File: config.mk
export PLATFORM = sky130hd
export DESIGN_NAME = hazard_ctrl
export DESIGN_NICKNAME = d
export VERILOG_FILES = /design/src/rtl/rv32_pkg.sv /design/src/rtl/sat_counter.sv /design/src/rtl/hazard_ctrl.sv
export SDC_FILE = /design/constraint.sdc
export NUM_CORES = 1
export LEC_CHECK = 0
export ABC_AREA = 1
export ABC_CLOCK_PERIOD_IN_PS = 1800
export BUFFER_PORTS_ARGS = -buffer_cell sky130_fd_sc_hd__buf_2
export CORE_MARGIN = 4
export CORE_UTILIZATION = 33
export DETAILED_ROUTE_END_ITERATION = 10
export PLACE_DENSITY_LB_ADDON = 0.05
export SLEW_MARGIN = 30
export SYNTH_ARGS = -nofsm -noshare
export SYNTH_HDL_FRONTEND = slang
export SYNTH_SLANG_ARGS = --single-unit
File: constraint.sdc
create_clock -name clk_i -period 1.8 [get_ports clk_i]
set_input_delay 0.36 -clock clk_i [delete_from_list [all_inputs] [get_ports clk_i]]
set_output_delay 0.36 -clock clk_i [all_outputs]
set_load 0.01 [all_outputs]
File: src/rtl/rv32_pkg.sv
// Shared rv32 core types used by the pipeline hazard sequencer.
package rv32_pkg;

    typedef enum logic [1:0] {
        RUN      = 2'd0,
        MEM_WAIT = 2'd1,
        DRAIN    = 2'd2
    } hazard_state_e;

    typedef struct packed {
        logic pc_stall;
        logic if_stall;
        logic if_flush;
        logic id_stall;
        logic id_flush;
        logic ex_stall;
        logic pc_redirect;
    } hazard_ctrl_t;

    localparam logic [4:0] ZERO_REG = 5'd0;

    localparam hazard_ctrl_t CTRL_NONE     = '0;
    localparam hazard_ctrl_t CTRL_STALL    = '{pc_stall: 1'b1, if_stall: 1'b1, if_flush: 1'b0,
                                               id_stall: 1'b1, id_flush: 1'b0, ex_stall: 1'b1,
                                               pc_redirect: 1'b0};
    localparam hazard_ctrl_t CTRL_REDIRECT = '{pc_stall: 1'b0, if_stall: 1'b0, if_flush: 1'b1,
                                               id_stall: 1'b0, id_flush: 1'b1, ex_stall: 1'b0,
                                               pc_redirect: 1'b1};
    localparam hazard_ctrl_t CTRL_LOAD_USE = '{pc_stall: 1'b1, if_stall: 1'b1, if_flush: 1'b0,
                                               id_stall: 1'b0, id_flush: 1'b1, ex_stall: 1'b0,
                                               pc_redirect: 1'b0};
    localparam hazard_ctrl_t CTRL_DRAIN    = '{pc_stall: 1'b0, if_stall: 1'b0, if_flush: 1'b1,
                                               id_stall: 1'b0, id_flush: 1'b0, ex_stall: 1'b0,
                                               pc_redirect: 1'b0};

endpackage

File: src/rtl/sat_counter.sv
// Up-counter that sticks at all-ones; clear wins over increment.
module sat_counter #(
    parameter int W = 8
) (
    input  logic         clk_i,
    input  logic         rst_ni,
    input  logic         inc_i,
    input  logic         clr_i,
    output logic [W-1:0] q_o
);

    logic [W-1:0] r_q;

    always_ff @(posedge clk_i or negedge rst_ni) begin
        if (!rst_ni) begin
            r_q <= '0;
        end else if (clr_i) begin
            r_q <= '0;
        end else if (inc_i && (r_q != '1)) begin
            r_q <= r_q + 1'b1;
        end
    end

    assign q_o = r_q;

endmodule

File: src/rtl/hazard_ctrl.sv
// Pipeline sequencer: per-stage stall/flush from load-use, EX redirects,
// data-memory wait and stale-fetch draining, plus perf counters and watchdog.
module hazard_ctrl
    import rv32_pkg::*;
#(
    parameter int          CNT_W       = 16,
    parameter int unsigned MEM_TIMEOUT = 255
) (
    input  logic             clk_i,
    input  logic             rst_ni,
    input  logic             id_valid_i,
    input  logic [4:0]       id_rs1_addr_i,
    input  logic [4:0]       id_rs2_addr_i,
    input  logic             id_rs1_used_i,
    input  logic             id_rs2_used_i,
    input  logic             ex_valid_i,
    input  logic [4:0]       ex_rd_addr_i,
    input  logic             ex_mem_read_i,
    input  logic             ex_redirect_i,
    input  logic             imem_busy_i,
    input  logic             dmem_busy_i,
    output logic             pc_stall_o,
    output logic             if_stall_o,
    output logic             if_flush_o,
    output logic             id_stall_o,
    output logic             id_flush_o,
    output logic             ex_stall_o,
    output logic             pc_redirect_o,
    output logic             timeout_o,
    output logic [CNT_W-1:0] stall_cnt_o,
    output logic [CNT_W-1:0] flush_cnt_o
);

    localparam int WD_W = (MEM_TIMEOUT > 1) ? $clog2(MEM_TIMEOUT + 1) : 1;

    hazard_state_e r_state, w_eff_state, w_state_next;
    logic          r_drain_pending, w_drain_next;
    logic          r_timeout;
    hazard_ctrl_t  w_ctl, w_ctl_out;
    logic          w_redirect, w_load_use, w_flush_evt;
    logic          w_wd_inc, w_wd_hit;
    logic [WD_W-1:0] w_wd_cnt;

    assign w_redirect = ex_redirect_i & ex_valid_i;
    assign w_load_use = id_valid_i & ex_valid_i & ex_mem_read_i & (ex_rd_addr_i != ZERO_REG) &
                        ((id_rs1_used_i & (id_rs1_addr_i == ex_rd_addr_i)) |
                         (id_rs2_used_i & (id_rs2_addr_i == ex_rd_addr_i)));

    // Leaving MEM_WAIT takes effect in the same cycle: the resumed state's rules apply now.
    always_comb begin
        w_eff_state = r_state;
        if ((r_state == MEM_WAIT) && !dmem_busy_i) begin
            w_eff_state = (r_drain_pending && imem_busy_i) ? DRAIN : RUN;
        end
    end

    always_comb begin
        w_ctl        = CTRL_NONE;
        w_state_next = w_eff_state;
        w_drain_next = 1'b0;
        w_flush_evt  = 1'b0;
        unique case (w_eff_state)
            RUN: begin
                if (dmem_busy_i) begin
                    w_ctl        = CTRL_STALL;
                    w_state_next = MEM_WAIT;
                end else if (w_redirect) begin
                    w_ctl        = CTRL_REDIRECT;
                    w_flush_evt  = 1'b1;
                    w_state_next = imem_busy_i ? DRAIN : RUN;
                end else if (w_load_use) begin
                    w_ctl = CTRL_LOAD_USE;
                end
            end
            MEM_WAIT: begin
                w_ctl        = CTRL_STALL;
                w_drain_next = r_drain_pending;
            end
            DRAIN: begin
                if (dmem_busy_i) begin
                    w_ctl        = CTRL_STALL;
                    w_state_next = MEM_WAIT;
                    w_drain_next = 1'b1;
                end else if (w_redirect) begin
                    w_ctl        = CTRL_REDIRECT;
                    w_flush_evt  = 1'b1;
                    w_state_next = imem_busy_i ? DRAIN : RUN;
                end else begin
                    w_ctl        = CTRL_DRAIN;
                    w_state_next = imem_busy_i ? DRAIN : RUN;
                end
            end
            default: w_state_next = RUN;
        endcase
    end

    always_ff @(posedge clk_i or negedge rst_ni) begin
        if (!rst_ni) begin
            r_state         <= RUN;
            r_drain_pending <= 1'b0;
            r_timeout       <= 1'b0;
        end else begin
            r_state         <= w_state_next;
            r_drain_pending <= w_drain_next;
            if (w_wd_hit) begin
                r_timeout <= 1'b1;
            end
        end
    end

    // The watchdog reaches MEM_TIMEOUT on the edge that ends the qualifying cycle.
    assign w_wd_inc = (r_state == MEM_WAIT) && dmem_busy_i;
    assign w_wd_hit = w_wd_inc && (MEM_TIMEOUT != 0) &&
                      ((32'(w_wd_cnt) + 32'd1) >= MEM_TIMEOUT);

    sat_counter #(.W(CNT_W)) u_stall_cnt (
        .clk_i  (clk_i),
        .rst_ni (rst_ni),
        .inc_i  (w_ctl.pc_stall),
        .clr_i  (1'b0),
        .q_o    (stall_cnt_o)
    );

    sat_counter #(.W(CNT_W)) u_flush_cnt (
        .clk_i  (clk_i),
        .rst_ni (rst_ni),
        .inc_i  (w_flush_evt),
        .clr_i  (1'b0),
        .q_o    (flush_cnt_o)
    );

    sat_counter #(.W(WD_W)) u_watchdog (
        .clk_i  (clk_i),
        .rst_ni (rst_ni),
        .inc_i  (w_wd_inc),
        .clr_i  (!w_wd_inc),
        .q_o    (w_wd_cnt)
    );

    // Reset forces the control outputs low immediately, not at the next edge.
    assign w_ctl_out     = rst_ni ? w_ctl : CTRL_NONE;
    assign pc_stall_o    = w_ctl_out.pc_stall;
    assign if_stall_o    = w_ctl_out.if_stall;
    assign if_flush_o    = w_ctl_out.if_flush;
    assign id_stall_o    = w_ctl_out.id_stall;
    assign id_flush_o    = w_ctl_out.id_flush;
    assign ex_stall_o    = w_ctl_out.ex_stall;
    assign pc_redirect_o = w_ctl_out.pc_redirect;
    assign timeout_o     = r_timeout;

endmodule
* Word-level counts from Yosys, hierarchy flattened
Index checks and enable logic that the tools add are counted.
Operators by class: reductions and logical operators 11, magnitude comparators 1, multiplexer cells 21, add/sub/neg operators 4, equality and inequality tests 9, bitwise gates (word level) 8
Operators with widths (number):
- 7-bit two-way mux | 5
- 16-bit by 1-bit adder with 16-bit output, second input constant | 2
- 16-bit != test, second input constant | 2
- 7-bit case mux with 3 select lines | 1
- 8-bit two-way mux | 2
- 2-bit two-way mux | 6
- 5-bit equality test | 2
- 8-bit by 1-bit adder with 9-bit output, second input constant | 1
- 9-bit by 8-bit greater-or-equal comparator with 1-bit output, second input constant | 1
- 8-bit by 1-bit adder with 8-bit output, second input constant | 1
- 8-bit != test, second input constant | 1
- 1-bit AND | 7
- 1-bit logical AND | 7
- 2-bit case mux with 3 select lines | 1
- 5-bit nonzero test | 1
- 2-bit by 1-bit equality test with 1-bit output, second input constant | 2
- 1-bit two-way mux | 4
- 3-bit two-way mux | 1
- 2-bit equality test, second input constant | 1
- 2-bit zero test | 1
- 2-bit != test, second input constant | 1
- 1-bit case mux with 2 select lines | 1
- 2-bit OR reduction | 1
- 1-bit zero test | 1
- 1-bit bitwise OR | 1
Storage, ports and cells: word-level logic and storage cells 60, output and inout bits 40, register bits after elaboration 44

* Longest topological paths before layout
depth in word-level cells 9, depth in mapped cells 14, gate-level depth less buffers 13

* By module
From an unflattened synthesis, not the netlist that was laid out.
Second synthesis, totals: cells, all modules 475, area total of the unflattened synthesis 3188.1 um^2
Modules (own cells, without submodules):
- sat_counter (u_flush_cnt ...) | area an instance 1037.2 um^2, cells each 144, instances 2
- hazard_ctrl | area an instance 601.8 um^2, cells each 113, instances 1
- sat_counter (u_watchdog) | area an instance 511.7 um^2, cells each 74, instances 1

* Worst setup path before layout
OpenSTA, ideal clock, no wires.
kind in2out, start input port id_rs2_addr_i[1], end output port pc_stall_o, data required time 1.440 ns, buffers on the path 1, stages 11, arrival 1.319 ns, setup slack 0.121 ns, cells stage by stage inv_1 > nand2_1 > nand2_1 > nor2_1 > nand3_1 > nand2_1 > nand3_1 > nand2_1 > nand2_2 > a21oi_1 > buf_4
On the way: word-level cells in the longest chain between the ends 9
Ends and longest elaborated chain:
- from (decl) | line hazard_ctrl.sv:13 | input logic [4:0] id_rs2_addr_i,
- 5-bit equality test | line hazard_ctrl.sv:47 | (id_rs2_used_i & (id_rs2_addr_i == ex_rd_addr_i)));
- 1-bit AND | line hazard_ctrl.sv:47
- 1-bit bitwise OR | line hazard_ctrl.sv:46 | ((id_rs1_used_i & (id_rs1_addr_i == ex_rd_addr_i)) |
- 1-bit AND | line hazard_ctrl.sv:45 | assign w_load_use = id_valid_i & ex_valid_i & ex_mem_read_i & (ex_rd_addr_i != ZERO_REG) &
- 7-bit two-way mux | line hazard_ctrl.sv:71 | end else if (w_load_use) begin
- 7-bit two-way mux | line hazard_ctrl.sv:67 | end else if (w_redirect) begin
- 7-bit two-way mux | line hazard_ctrl.sv:64 | if (dmem_busy_i) begin
- 7-bit case mux with 3 select lines | line hazard_ctrl.sv:62 | unique case (w_eff_state)
- 7-bit two-way mux | line hazard_ctrl.sv:141 | assign w_ctl_out = rst_ni ? w_ctl : CTRL_NONE;
- to (decl) | line hazard_ctrl.sv:22 | output logic pc_stall_o,
Every way passes these cells.

* Worst setup path after layout
start register r_state[0], end output port if_stall_o
On the way: word-level cells in the longest chain between the ends 6
Ends and longest elaborated chain:
- from (decl) | line hazard_ctrl.sv:36 | hazard_state_e r_state, w_eff_state, w_state_next;
- from (signal assigned) | line hazard_ctrl.sv:103 | r_state <= w_state_next;
- 2-bit by 1-bit equality test with 1-bit output | line hazard_ctrl.sv:52 | if ((r_state == MEM_WAIT) && !dmem_busy_i) begin
- 1-bit logical AND | line hazard_ctrl.sv:52
- 2-bit two-way mux (*) | line hazard_ctrl.sv:52
- 2-bit equality test (tied with other cells) | line hazard_ctrl.sv:62
- 7-bit case mux with 3 select lines (*) | line hazard_ctrl.sv:62
- 7-bit two-way mux (*) | line hazard_ctrl.sv:141
- to (decl) | line hazard_ctrl.sv:23 | output logic if_stall_o,
Every way passes the cells marked *; elsewhere a longest branch is shown, timed or not.

==> results.md <==
- Gate Count Post-Synth: about 360
- Crit start category: register
- Largest net degree at the start of global routing: 45
- Clock latency on the worst-skew pair: about 0.3 ns
- Routed WL per cell: about 12 um
- # diodes: 0
- Slew HR: between 60% and 70%
- Post-layout min period: roughly 1.8 ns
- Crit path max fanout: 4
- Lkg Pwr: 1.990 nW
- Synth unique cells: 30
- Vert. Die Dim: just under 100 um
- Maximum vdd drop: roughly 450 uV
- Post-route DRC: 0
- Vias in the first global route: 2,394
- Final Worst Setup Slack: ~0.023 ns
- Yosys warnings: 0
- Initial detailed-routing violation count: between 100 and 150
- Simple-Gate Fraction of Synth Area: 36.23%
- Std-Cell Rows: 32
- Share of cells above drive strength 1: between 30 and 40%
- Starting Density: approximately a third
- Die Width: 98.29 um
- Power Density: 836.2 mW/mm^2
- MaxCap Viol Count: 0
- Net Count, Synth: 384
- H-tree depth: 2
- Hold_ws: roughly 0.18 ns
- Worst flop-to-flop path endpoint: u_stall_cnt.q_o[15]$_DFFE_PN0P_
- Multi-input gate area: between 0.001 and 0.0015 sq mm
- Placed Area: 0.003263 sq mm
- Max Root-Sink Buffers: 2
- Number of setup violations in the final report: 0
- PortBufs: 64
- Sw Pwr: between 0.0009 and 0.001 W
- Endpoint class of the critical path: output port
- Cts hold-fix bufs: 0
- Hold Path Class: in2async
- Logic pwr share: approximately 24%
- Die Footprint: slightly below 0.01 sq mm
- Outcome: finished clean
- RR Startpoint: u_stall_cnt.q_o[0]$_DFFE_PN0P_
- Vias: 2,485
- Post-route ant nets: 0
- Num ports: between 60 and 70
- Setup TNS: 0 ns
- Clk sinks: 44
- Part of the cycle the worst path needs: between 90 and 100%
- Cell area after layout: around 0.0036 sq mm
- Total Nets Final: between 400 and 500
- Critical Path AT: around 1.4 ns
- CTS clk-pin slew, worst paths: 0.09 ns
- Synth Register Bits: 44
- Global-route wire length before repair: approximately 11,000 um
- Max-slew violation count: 0
- Fillcell total: about 800
- Sequential power share: about 40%
- Global route overflow: 0
- GRT Total Usage: about 13%
- CP required: around 1.4 ns
- Worst setup path category: reg2out
- Fin. Hold Viols: 0
- Largest family of logic cells by synthesized area: simple AND/OR/NAND/NOR gates
- Fin util: between 40% and 50%
- Root Buffer: clkbuf_8
- Sw frac: between 20 and 30%
- Synthesized area: ~0.0027 sq mm
- RSZ-0062 raised after global routing: yes
- Core area: 0.007807 sq mm
- Routability Congestion: ~0.8
- TritonRoute pass-1 iters: 4
- Synth Area in XOR/XNOR: 8.140%
- Post-synthesis adder-cell area fraction: under 10%
- Pre-CTS setup slack: -0.05217 ns
- Sequential fraction of the synthesis area: 40.93%
- Synth Area in Compound Gates: under 10%
- Slew @ Worst Pin: between 0.5 and 0.6 ns
- Clock Skews: between 0.01 and 0.015 ns
- TritonCTS Buffers: 5
- DRT Wirelength: 6525 um
- Cells on worst reg2reg path: 10
- Share of power burned in the clock network: between 30% and 40%
- Area Overhead vs Synth: 34.37%
- Internal Pwr Total: between 0.002 and 0.0025 W
- R2R Setup Slk: 0.13 ns
- Max Fclk: approximately 560 MHz
- Sequential cell area: 0.001102 sq mm
- Post-synthesis mux area share: 0%
- DP HPWL: ~5000 um
- CTS tree: built
- Avg Inst Size Synth: between 7 and 8 sq um
- Vias per cell: ~4.5
- Initial antenna violation count: 0
==> cells by family after synthesis <==
logic type | count (synthesis)
buffers and inverters | 58
DFF | 44
xor gates and xnor gates | 25
adders and majority gates | 4
AOI/OAI and AO/OA | 18
and+or+nand+nor | 206
==> cell usage after synthesis, drive strengths merged <==
cell type / instances / area (sq um)
a21oi: 3 / 15.01
a31o: 1 / 8.760
and3: 1 / 6.260
buf: 5 / 45.04
dfrtp: 44 / 1101
ha: 4 / 50.05
inv: 53 / 198.9
nand2: 107 / 416.7
nand3: 38 / 205.2
nand3b: 2 / 15.01
nand4: 9 / 68.81
nor2: 31 / 121.4
nor3: 15 / 122.6
nor4: 3 / 18.77
o211ai: 1 / 7.510
o21ai: 11 / 55.05
o21bai: 1 / 7.510
o31ai: 1 / 7.510
xnor2: 9 / 78.83
xor2: 16 / 140.1
==> how the worst max path moves through the flow <==
stage	startpoint	end	slack [ns]	depth (start not counted)
6_report	r_state[0]$_DFF_PN0_	if_stall_o	0.02	6
5_1_grt	r_state[0]$_DFF_PN0_	if_stall_o	-0.08	6
3_5_place_dp	ex_rd_addr_i[2]	if_stall_o	-0.05	12
2_1_floorplan	id_rs2_addr_i[1]	pc_stall_o	0.12	11
4_1_cts	r_state[0]$_DFF_PN0_	if_stall_o	-0.006	6
3_3_place_gp	ex_rd_addr_i[1]	pc_stall_o	-0.04	12
==> routing by layer <==
layer  vias up  global-route usage, %  wire (um)
met3         6                  3.071        247
met1      1132                  19.45       3238
met4         0                  2.626         62
li1       1309                      -          -
met5         -                      0          0
met2        38                  20.70       2977
==> area by class of cell <==
class                      instances  share of cell area, %
clock buffer                       5                  1.904
clock inverter                     3                  2.492
inverter                          53                  5.504
multi-input combinational        253                  40.12
sequential                        44                  30.50
tap                              102                  3.531
timing repair buffer              94                  15.96
==> critical path: stages, from the launching register on <==
cell and delay, ns:
dfrtp_1 0.43, nand2_1 0.11, inv_2 0.07, nor2_2 0.14
o21ai_2 0.09, a21oi_2 0.15, buf_2 0.14
==> sequential cells by signal (all words and copies together) (netlist names) <==
register / count
u_flush_cnt.q_o: 16
u_watchdog.q_o: 8
r_drain_pending: 1
r_state: 2
timeout_o: 1
u_stall_cnt.q_o: 16
==> cells in the final DEF, fill, tap and decap left out, types with 7 or more instances in the layout <==
cell / n
nand2_1: 98
buf_2: 61
dfrtp_1: 43
inv_1: 41
nand3_1: 31
buf_4: 29
nor2_1: 23
xor2_1: 16
inv_2: 12
xnor2_1: 9
nor2_2: 8
nand2_2: 8
nor3_2: 8
o21ai_0: 8
nand4_1: 7
==> per-stage QoR <==
step / power [W] / cells
2_1_floorplan: 0.001628 / 355
3_3_place_gp: 0.001936 / 537
3_5_place_dp: 0.001930 / 537
4_1_cts: 0.003022 / 550
5_1_grt: 0.003192 / 554
6_report: 0.003023 / 554
==> power groups by stage <==
stage,clock network (W),logic [W],registers (W)
2_1_floorplan,0,0.000337,0.00129
3_3_place_gp,0,0.000689,0.00125
3_5_place_dp,0,0.000686,0.00124
4_1_cts,0.00109,0.000706,0.00123
5_1_grt,0.00111,0.000821,0.00126
6_report,0.00105,0.000734,0.00124
==> repair_timing <==
action | 4_1_cts | 5_1_grt
endpoints found under the hold margin | 0 | 0
resized for setup | 10 | 23
setup endpoints to repair | 3 | 18
pin swaps | 10 | 16
buffers inserted | 5 | 4
Note: power is estimated with default switching activity, not from simulation.
